**config.mk**
```make
export PLATFORM = sky130hd
export DESIGN_NAME = uart_transfer_initiator
export DESIGN_NICKNAME = d
export VERILOG_FILES = /design/src/rtl/uart_xfer_pkg.sv /design/src/rtl/counter.sv /design/src/rtl/uart_transfer_initiator.sv
export SDC_FILE = /design/constraint.sdc
export NUM_CORES = 1
export LEC_CHECK = 0
export CORE_ASPECT_RATIO = 1.1
export CORE_MARGIN = 3
export CORE_UTILIZATION = 45
export CTS_BUF_LIST = sky130_fd_sc_hd__clkbuf_16
export CTS_CLUSTER_DIAMETER = 50
export DETAILED_ROUTE_END_ITERATION = 7
export GPL_ROUTABILITY_DRIVEN = 0
export PLACE_DENSITY = 0.75
export SYNTH_ARGS = -nofsm -noshare
export SYNTH_HDL_FRONTEND = slang
export SYNTH_SLANG_ARGS = --single-unit
```
**constraint.sdc**
```tcl
create_clock -name clk -period 1.8 [get_ports clk]
set_input_delay 0.36 -clock clk [delete_from_list [all_inputs] [get_ports clk]]
set_output_delay 0.36 -clock clk [all_outputs]
set_load 0.005 [all_outputs]
```
**src/rtl/uart_xfer_pkg.sv**
```systemverilog
// Shared constants and types for the UART transfer protocol, used by both
// the host-side initiator and the device-side handler.
package uart_xfer_pkg;

  localparam logic [7:0] OPC_W    = 8'd87;
  localparam logic [7:0] OPC_R    = 8'd82;
  localparam logic [7:0] OPC_WB   = 8'd74;
  localparam logic [7:0] OPC_RB   = 8'd77;
  localparam logic [7:0] OPC_ACK  = 8'd55;
  localparam logic [7:0] OPC_NACK = 8'd66;

  typedef enum logic [1:0] {
    OP_W  = 2'd0,
    OP_R  = 2'd1,
    OP_WB = 2'd2,
    OP_RB = 2'd3
  } cmd_op_e;

  typedef enum logic [1:0] {
    RESP_ACK     = 2'd0,
    RESP_NACK    = 2'd1,
    RESP_TIMEOUT = 2'd2,
    RESP_BAD     = 2'd3
  } resp_status_e;

  typedef enum logic [2:0] {
    ST_IDLE,
    ST_SEND_OP,
    ST_SEND_ADDR,
    ST_SEND_SIZE,
    ST_SEND_DATA,
    ST_WAIT_ACK,
    ST_RECV_DATA,
    ST_DONE
  } xfer_state_e;

  function automatic logic [7:0] op_code(input cmd_op_e op);
    logic [7:0] code;
    case (op)
      OP_W:    code = OPC_W;
      OP_R:    code = OPC_R;
      OP_WB:   code = OPC_WB;
      default: code = OPC_RB;
    endcase
    return code;
  endfunction

  function automatic logic is_read(input cmd_op_e op);
    return (op == OP_R) || (op == OP_RB);
  endfunction

  function automatic logic is_burst(input cmd_op_e op);
    return (op == OP_WB) || (op == OP_RB);
  endfunction

endpackage

```
**src/rtl/counter.sv**
```systemverilog
// Small down counter with a fixed load value; last flags the zero count.
module counter #(
  parameter int unsigned      WIDTH      = 2,
  parameter logic [WIDTH-1:0] LOAD_VALUE = '1
) (
  input  logic clk,
  input  logic rstn,
  input  logic load,
  input  logic dec,
  output logic last
);

  logic [WIDTH-1:0] value_reg;

  always_ff @(posedge clk) begin
    if (!rstn) begin
      value_reg <= '0;
    end else if (load) begin
      value_reg <= LOAD_VALUE;
    end else if (dec) begin
      value_reg <= value_reg - WIDTH'(1);
    end
  end

  assign last = (value_reg == '0);

endmodule

```
**src/rtl/uart_transfer_initiator.sv**
```systemverilog
// Host-side UART transfer initiator: serializes read/write/burst commands into
// the opcode/address/size/data byte stream and collects ACK/NACK and read data.
module uart_transfer_initiator
  import uart_xfer_pkg::*;
#(
  parameter int unsigned TIMEOUT_CYCLES = 100000
) (
  input  logic        clk,
  input  logic        rstn,
  input  logic        cmd_valid,
  output logic        cmd_ready,
  input  logic [1:0]  cmd_op,
  input  logic [31:0] cmd_address,
  input  logic [31:0] cmd_size,
  input  logic [31:0] wdata,
  input  logic        wdata_valid,
  output logic        wdata_ready,
  output logic [31:0] rdata,
  output logic        rdata_valid,
  output logic        resp_valid,
  output logic [1:0]  resp_status,
  output logic [7:0]  tx_data,
  output logic        tx_valid,
  input  logic        tx_ready,
  input  logic [7:0]  rx_data,
  input  logic        rx_valid
);

  xfer_state_e  state_reg, state_next;
  cmd_op_e      op_reg;
  cmd_op_e      cmd_op_in;
  logic [31:0]  addr_reg;
  logic [31:0]  size_reg;
  logic [31:0]  shift_reg;
  logic [29:0]  word_cnt_reg;
  logic [31:0]  timeout_cnt_reg;
  logic [7:0]   tx_data_reg;
  logic         tx_valid_reg;
  logic         wdata_ready_reg;
  logic [31:0]  rdata_reg;
  logic         rdata_valid_reg;
  logic         resp_valid_reg;
  logic [1:0]   resp_status_reg;
  resp_status_e done_status;

  logic         cnt_load;
  logic         cnt_dec;
  logic         cnt_last;
  logic         tx_fire;
  logic         to_expire;
  logic         last_word;
  logic         burst_empty;
  logic         waiting_rx;
  logic [31:0]  load_word;

  assign cmd_op_in   = cmd_op_e'(cmd_op);
  assign tx_fire     = tx_valid_reg & tx_ready;
  assign to_expire   = (timeout_cnt_reg == 32'(TIMEOUT_CYCLES - 1));
  assign last_word   = (word_cnt_reg == 30'd1);
  assign burst_empty = is_burst(cmd_op_in) && (cmd_size[31:2] == 30'd0);
  assign waiting_rx  = (state_reg == ST_WAIT_ACK) || (state_reg == ST_RECV_DATA);

  // Word whose top byte goes out first when a multi-byte field starts.
  always_comb begin
    load_word = size_reg;
    if (state_reg == ST_SEND_ADDR) begin
      load_word = addr_reg;
    end else if (state_reg == ST_SEND_DATA) begin
      load_word = wdata;
    end
  end

  counter #(
    .WIDTH      (2),
    .LOAD_VALUE (2'd3)
  ) u_byte_idx (
    .clk  (clk),
    .rstn (rstn),
    .load (cnt_load),
    .dec  (cnt_dec),
    .last (cnt_last)
  );

  always_comb begin
    state_next  = state_reg;
    cnt_load    = 1'b0;
    cnt_dec     = 1'b0;
    done_status = RESP_ACK;
    case (state_reg)
      ST_IDLE: begin
        if (cmd_valid) begin
          if (burst_empty) begin
            state_next  = ST_DONE;
            done_status = RESP_BAD;
          end else begin
            state_next = ST_SEND_OP;
          end
        end
      end
      ST_SEND_OP: begin
        if (tx_fire) begin
          state_next = ST_SEND_ADDR;
        end
      end
      ST_SEND_ADDR, ST_SEND_SIZE, ST_SEND_DATA: begin
        if (!tx_valid_reg) begin
          cnt_load = (state_reg != ST_SEND_DATA) || wdata_valid;
        end else if (tx_fire) begin
          if (!cnt_last) begin
            cnt_dec = 1'b1;
          end else if (state_reg == ST_SEND_ADDR) begin
            if (is_burst(op_reg)) begin
              state_next = ST_SEND_SIZE;
            end else if (is_read(op_reg)) begin
              state_next = ST_WAIT_ACK;
            end else begin
              state_next = ST_SEND_DATA;
            end
          end else if (state_reg == ST_SEND_SIZE) begin
            state_next = is_read(op_reg) ? ST_WAIT_ACK : ST_SEND_DATA;
          end else if (last_word) begin
            state_next = ST_WAIT_ACK;
          end
        end
      end
      ST_WAIT_ACK: begin
        if (rx_valid) begin
          if (rx_data == OPC_ACK) begin
            if (is_read(op_reg)) begin
              state_next = ST_RECV_DATA;
              cnt_load   = 1'b1;
            end else begin
              state_next = ST_DONE;
            end
          end else if (rx_data == OPC_NACK) begin
            state_next  = ST_DONE;
            done_status = RESP_NACK;
          end else begin
            state_next  = ST_DONE;
            done_status = RESP_BAD;
          end
        end else if (to_expire) begin
          state_next  = ST_DONE;
          done_status = RESP_TIMEOUT;
        end
      end
      ST_RECV_DATA: begin
        if (rx_valid) begin
          if (!cnt_last) begin
            cnt_dec = 1'b1;
          end else if (last_word) begin
            state_next = ST_DONE;
          end else begin
            cnt_load = 1'b1;
          end
        end else if (to_expire) begin
          state_next  = ST_DONE;
          done_status = RESP_TIMEOUT;
        end
      end
      ST_DONE: begin
        state_next = ST_IDLE;
      end
      default: begin
        state_next = ST_IDLE;
      end
    endcase
  end

  always_ff @(posedge clk) begin
    if (!rstn) begin
      state_reg       <= ST_IDLE;
      op_reg          <= OP_W;
      addr_reg        <= '0;
      size_reg        <= '0;
      shift_reg       <= '0;
      word_cnt_reg    <= '0;
      timeout_cnt_reg <= '0;
      tx_data_reg     <= '0;
      tx_valid_reg    <= 1'b0;
      wdata_ready_reg <= 1'b0;
      rdata_reg       <= '0;
      rdata_valid_reg <= 1'b0;
      resp_valid_reg  <= 1'b0;
      resp_status_reg <= '0;
    end else begin
      state_reg       <= state_next;
      wdata_ready_reg <= 1'b0;
      rdata_valid_reg <= 1'b0;
      // DONE is entered from exactly one cycle and always left the next.
      resp_valid_reg  <= (state_next == ST_DONE);
      if (state_next == ST_DONE) begin
        resp_status_reg <= done_status;
      end
      // The arriving byte wins over a coincident expiry.
      if (waiting_rx && !rx_valid) begin
        timeout_cnt_reg <= timeout_cnt_reg + 32'd1;
      end else begin
        timeout_cnt_reg <= '0;
      end

      case (state_reg)
        ST_IDLE: begin
          if (cmd_valid) begin
            op_reg       <= cmd_op_in;
            addr_reg     <= cmd_address;
            size_reg     <= cmd_size;
            word_cnt_reg <= is_burst(cmd_op_in) ? cmd_size[31:2] : 30'd1;
          end
        end
        ST_SEND_OP: begin
          if (!tx_valid_reg) begin
            tx_data_reg  <= op_code(op_reg);
            tx_valid_reg <= 1'b1;
          end else if (tx_fire) begin
            tx_valid_reg <= 1'b0;
          end
        end
        ST_SEND_ADDR, ST_SEND_SIZE, ST_SEND_DATA: begin
          if (!tx_valid_reg) begin
            if (cnt_load) begin
              tx_data_reg     <= load_word[31:24];
              shift_reg       <= {load_word[23:0], 8'h00};
              tx_valid_reg    <= 1'b1;
              wdata_ready_reg <= (state_reg == ST_SEND_DATA);
            end
          end else if (tx_fire) begin
            if (cnt_last) begin
              tx_valid_reg <= 1'b0;
              if (state_reg == ST_SEND_DATA) begin
                word_cnt_reg <= word_cnt_reg - 30'd1;
              end
            end else begin
              tx_data_reg <= shift_reg[31:24];
              shift_reg   <= {shift_reg[23:0], 8'h00};
            end
          end
        end
        ST_RECV_DATA: begin
          if (rx_valid) begin
            shift_reg <= {shift_reg[23:0], rx_data};
            if (cnt_last) begin
              rdata_reg       <= {shift_reg[23:0], rx_data};
              rdata_valid_reg <= 1'b1;
              word_cnt_reg    <= word_cnt_reg - 30'd1;
            end
          end
        end
        default: begin
        end
      endcase
    end
  end

  assign cmd_ready   = (state_reg == ST_IDLE);
  assign tx_data     = tx_data_reg;
  assign tx_valid    = tx_valid_reg;
  assign wdata_ready = wdata_ready_reg;
  assign rdata       = rdata_reg;
  assign rdata_valid = rdata_valid_reg;
  assign resp_valid  = resp_valid_reg;
  assign resp_status = resp_status_reg;

endmodule

```
==> metrics.csv <==
stage,metric,value,unit
power,clock power share,16.6,%
logic_synthesis,post-synthesis register bit count,211,
drt,drt total wl,46.3,mm
logic_synthesis,synthesized area per cell,7.84,sq um
logic_synthesis,Synth Warn #,0,
logic_synthesis,post-synthesis cell count,1330,
drt,via count,12500,
die,Ports,159,
clock_network,Worst-Skew Late Latency,0.54,ns
power,Gate power share,61.9,%
clock_network,root buf cell,clkbuf_16,
power,Sw Share,42.0,%
finish,nets,1826,
power,internal power,17400,uW
finish,"commonest non-fill, non-tap cell in the layout",nand2_1,
global_route,largest net degree at the start of global routing,63,
worst_hold_path,hold crit path type,primary input to flip-flop,
drt,DRC viols,0,
power,static leakage,0.00666,uW
clock_network,TritonCTS Buffers,26,
critical_path,worst reg2reg setup slack,-0.34,ns
global_route,initial antenna violation count,0,
finish,Area Overhead vs Synth,63.1,%
logic_synthesis,synth unique cells,66,
die,Die Wd,151,microns
run_status,failing checks,negative setup slack,
drt,routed length per instance,22.9,microns
timing,final hold vios,0,
die,Rows,57,
global_route,GRT Util Overall,29.4,%
logic_synthesis,Post-synth EDFFs,0,
critical_path,Worst Path Max Fanout,5,
drt,post-route ant nets,0,
die,starting density of the core,46.4,%
timing,crit path time final,2.14,ns
die,chip height,166,microns
power,VDD IR-drop max,1020,uV
drt,vias per inst,6.21,
timing,skew final,0.0142,ns
timing,Pins Over Slew Limit,0,
timing,sum of negative setup slack,-17.77,ns
run,Max-cap violations,0,
critical_path,Setup crit end kind,flip-flop,
clock_network,TritonCTS clock tree,yes,
logic_synthesis,"Cell Area, Synth",10400,sq um
finish,"commonest non-fill, non-tap cells in the layout","nand2_1, buf_4, dfxtp_1, clkdlybuf4s50_1, a21boi_0",
global_route,Overflow after GRT,0,
global_route,first-pass GRT wire length,59.5,mm
power,Reg power frac,21.6,%
timing,Worst-Margin Slew,0.478,ns
logic_synthesis,post-synth net total,1451,
drt,initial detailed-routing violation count,1709,
finish,Antenna Cells,0,
timing,Worst slew margin,68.1,%
logic_synthesis,asr flop ratio synth,0,%
place,number of port buffers,158,
drt,drt pass-1 iters,7,
critical_path,CP Data Required Time,2.23,ns
timing,Tcrit/Tclk final,119,%
run_status,status,"finished, violations left",
clock_network,Clock Pin Slew Worst Setup and Hold Paths,0.06,ns
timing,Peak Freq,466,MHz
timing,RSZ-0062 raised after global routing,true,
logic_synthesis,Most used DFF post-synth,dfxtp_1,
clock_network,clock tree buffer depth,3,
logic_synthesis,sequential element share of the synthesized area,40.5,%
critical_path,critical path class,flip-flop to flip-flop,
timing,final setup margin,-0.344,ns
clock_network,# H-tree levels,1,
critical_path,worst path arrival time,2.58,ns
global_route,vias in the first global route,11400,
place,dpl ws,-0.712,ns
finish,layout cells sized above 1,31.3,%
die,die area,25100,sq um
die,core area,22500,sq um
clock_network,Clock Sinks,211,
power,Sw Pwr,12600,uW
timing,# setup viols final,114,
place,Post-DP HPWL,25.3,mm
power,Power Density,1760,nW/um^2
critical_path,crit start category,flip-flop,
-- area by class of cell --
cell class	instances	area [sq um]
flip-flops and latches	211	4260
multi-input cells	1009	7080
inverters	13	53.8
clock inverters	21	148
repair buffers	444	4460
clock buffers	26	651
well taps	295	369
fillers	1322	5440
-- final timing paths --
| check | from | endpoint | cells past startpoint |
|---|---|---|---|
| max reg2reg | u_byte_idx.value_reg[1] | resp_valid | 9 |
| max | u_byte_idx.value_reg[1] | resp_valid | 9 |
| min reg2reg | timeout_cnt_reg[0] | timeout_cnt_reg[0] | 1 |
| min | rstn | resp_status[1] | 3 |
-- what timing repair did --
item | CTS | global route
gates cloned | 9 | 7
resized for setup | 143 | 267
buffers inserted | 35 | 30
setup endpoints to repair | 88 | 180
hold endpoints to repair | 0 | 0
hold buffers | 0 | 0
pin swaps | 52 | 104
-- per-stage QoR --
| stage | power [uW] | utilization, % | std cells | cell area (sq um) | hold slack, ns |
|---|---|---|---|---|---|
| after floorplan | 12600 | - | 1330 | 10500 | 0.430 |
| after global placement | 17400 | 61.8 | 1904 | 13900 | 0.446 |
| after detailed placement | 17600 | 61.8 | 1904 | 13900 | 0.456 |
| after CTS | 25700 | 70.3 | 1993 | 15800 | 0.296 |
| after global routing | 30800 | 75.8 | 2019 | 17000 | 0.337 |
| final | 30000 | 75.8 | 2019 | 17000 | 0.310 |
-- critical path: stages, from the launching register on --
cell	delay (ns)
dfxtp_2	0.33
inv_2	0.07
ha_4	0.18
nand3_2	0.16
o311ai_4	0.41
a31oi_4	0.17
nor4_4	0.35
nor4_2	0.06
buf_4	0.15
and2_1	0.15
-- metal layers --
layer / wire length, microns / global-route usage [%] / vias up
met5: 0 / 0 / -
met2: 22000 / 49.9 / 963
met4: 3240 / 12.9 / 0
li1: - / - / 5427
met1: 16300 / 36.4 / 5859
met3: 4750 / 4.75 / 296
-- cell usage after synthesis (all sizes together) (4+ instances only) --
cell	n	area share, %
dfxtp	211	40
a311oi	5	0.42
ha	9	1.1
and3	35	2.1
o22ai	5	0.30
a21boi	107	7.7
nand3	28	1.3
or3b	5	0.42
o211ai	4	0.29
nand4	16	0.96
nor3	23	1.2
clkbuf	72	2.6
and2	11	0.66
or4	4	0.29
o21a	6	0.50
nor2b	31	1.9
a211oi	4	0.29
buf	25	1.4
a22oi	9	0.65
a21oi	24	1.2
nand2	343	12
a31oi	14	0.84
o311ai	26	2.2
nor4	31	2.0
a2bb2oi	4	0.34
nor3b	5	0.41
a221oi	5	0.42
inv	13	0.47
or3	8	0.53
nor2	95	3.4
xnor2	9	0.76
and4	6	0.50
mux2i	5	0.48
o211a	24	2.3
xor2	26	2.2
o21ai	45	2.2
-- cells by family (layout without fill, tap and decap cells) --
group	Yosys count	after routing	synth area share, %
flops	211	211	40.5
mux	5	5	0.480
xor+xnor	35	35	2.94
compound gates	305	305	21.5
fa+ha+maj	9	9	1.08
simple gates	655	655	29.1
buf+inv	110	504	4.41
-- power by group through the flow --
stage	Clock, uW	Sequential [uW]	Combinational, uW
floorplan	0	6180	6370
global placement	0	6280	11200
detailed placement	0	6320	11300
CTS	4910	6260	14600
global route	5140	6500	19200
finish	4960	6460	18500
No activity file was read; power rests on OpenSTA's default activity.
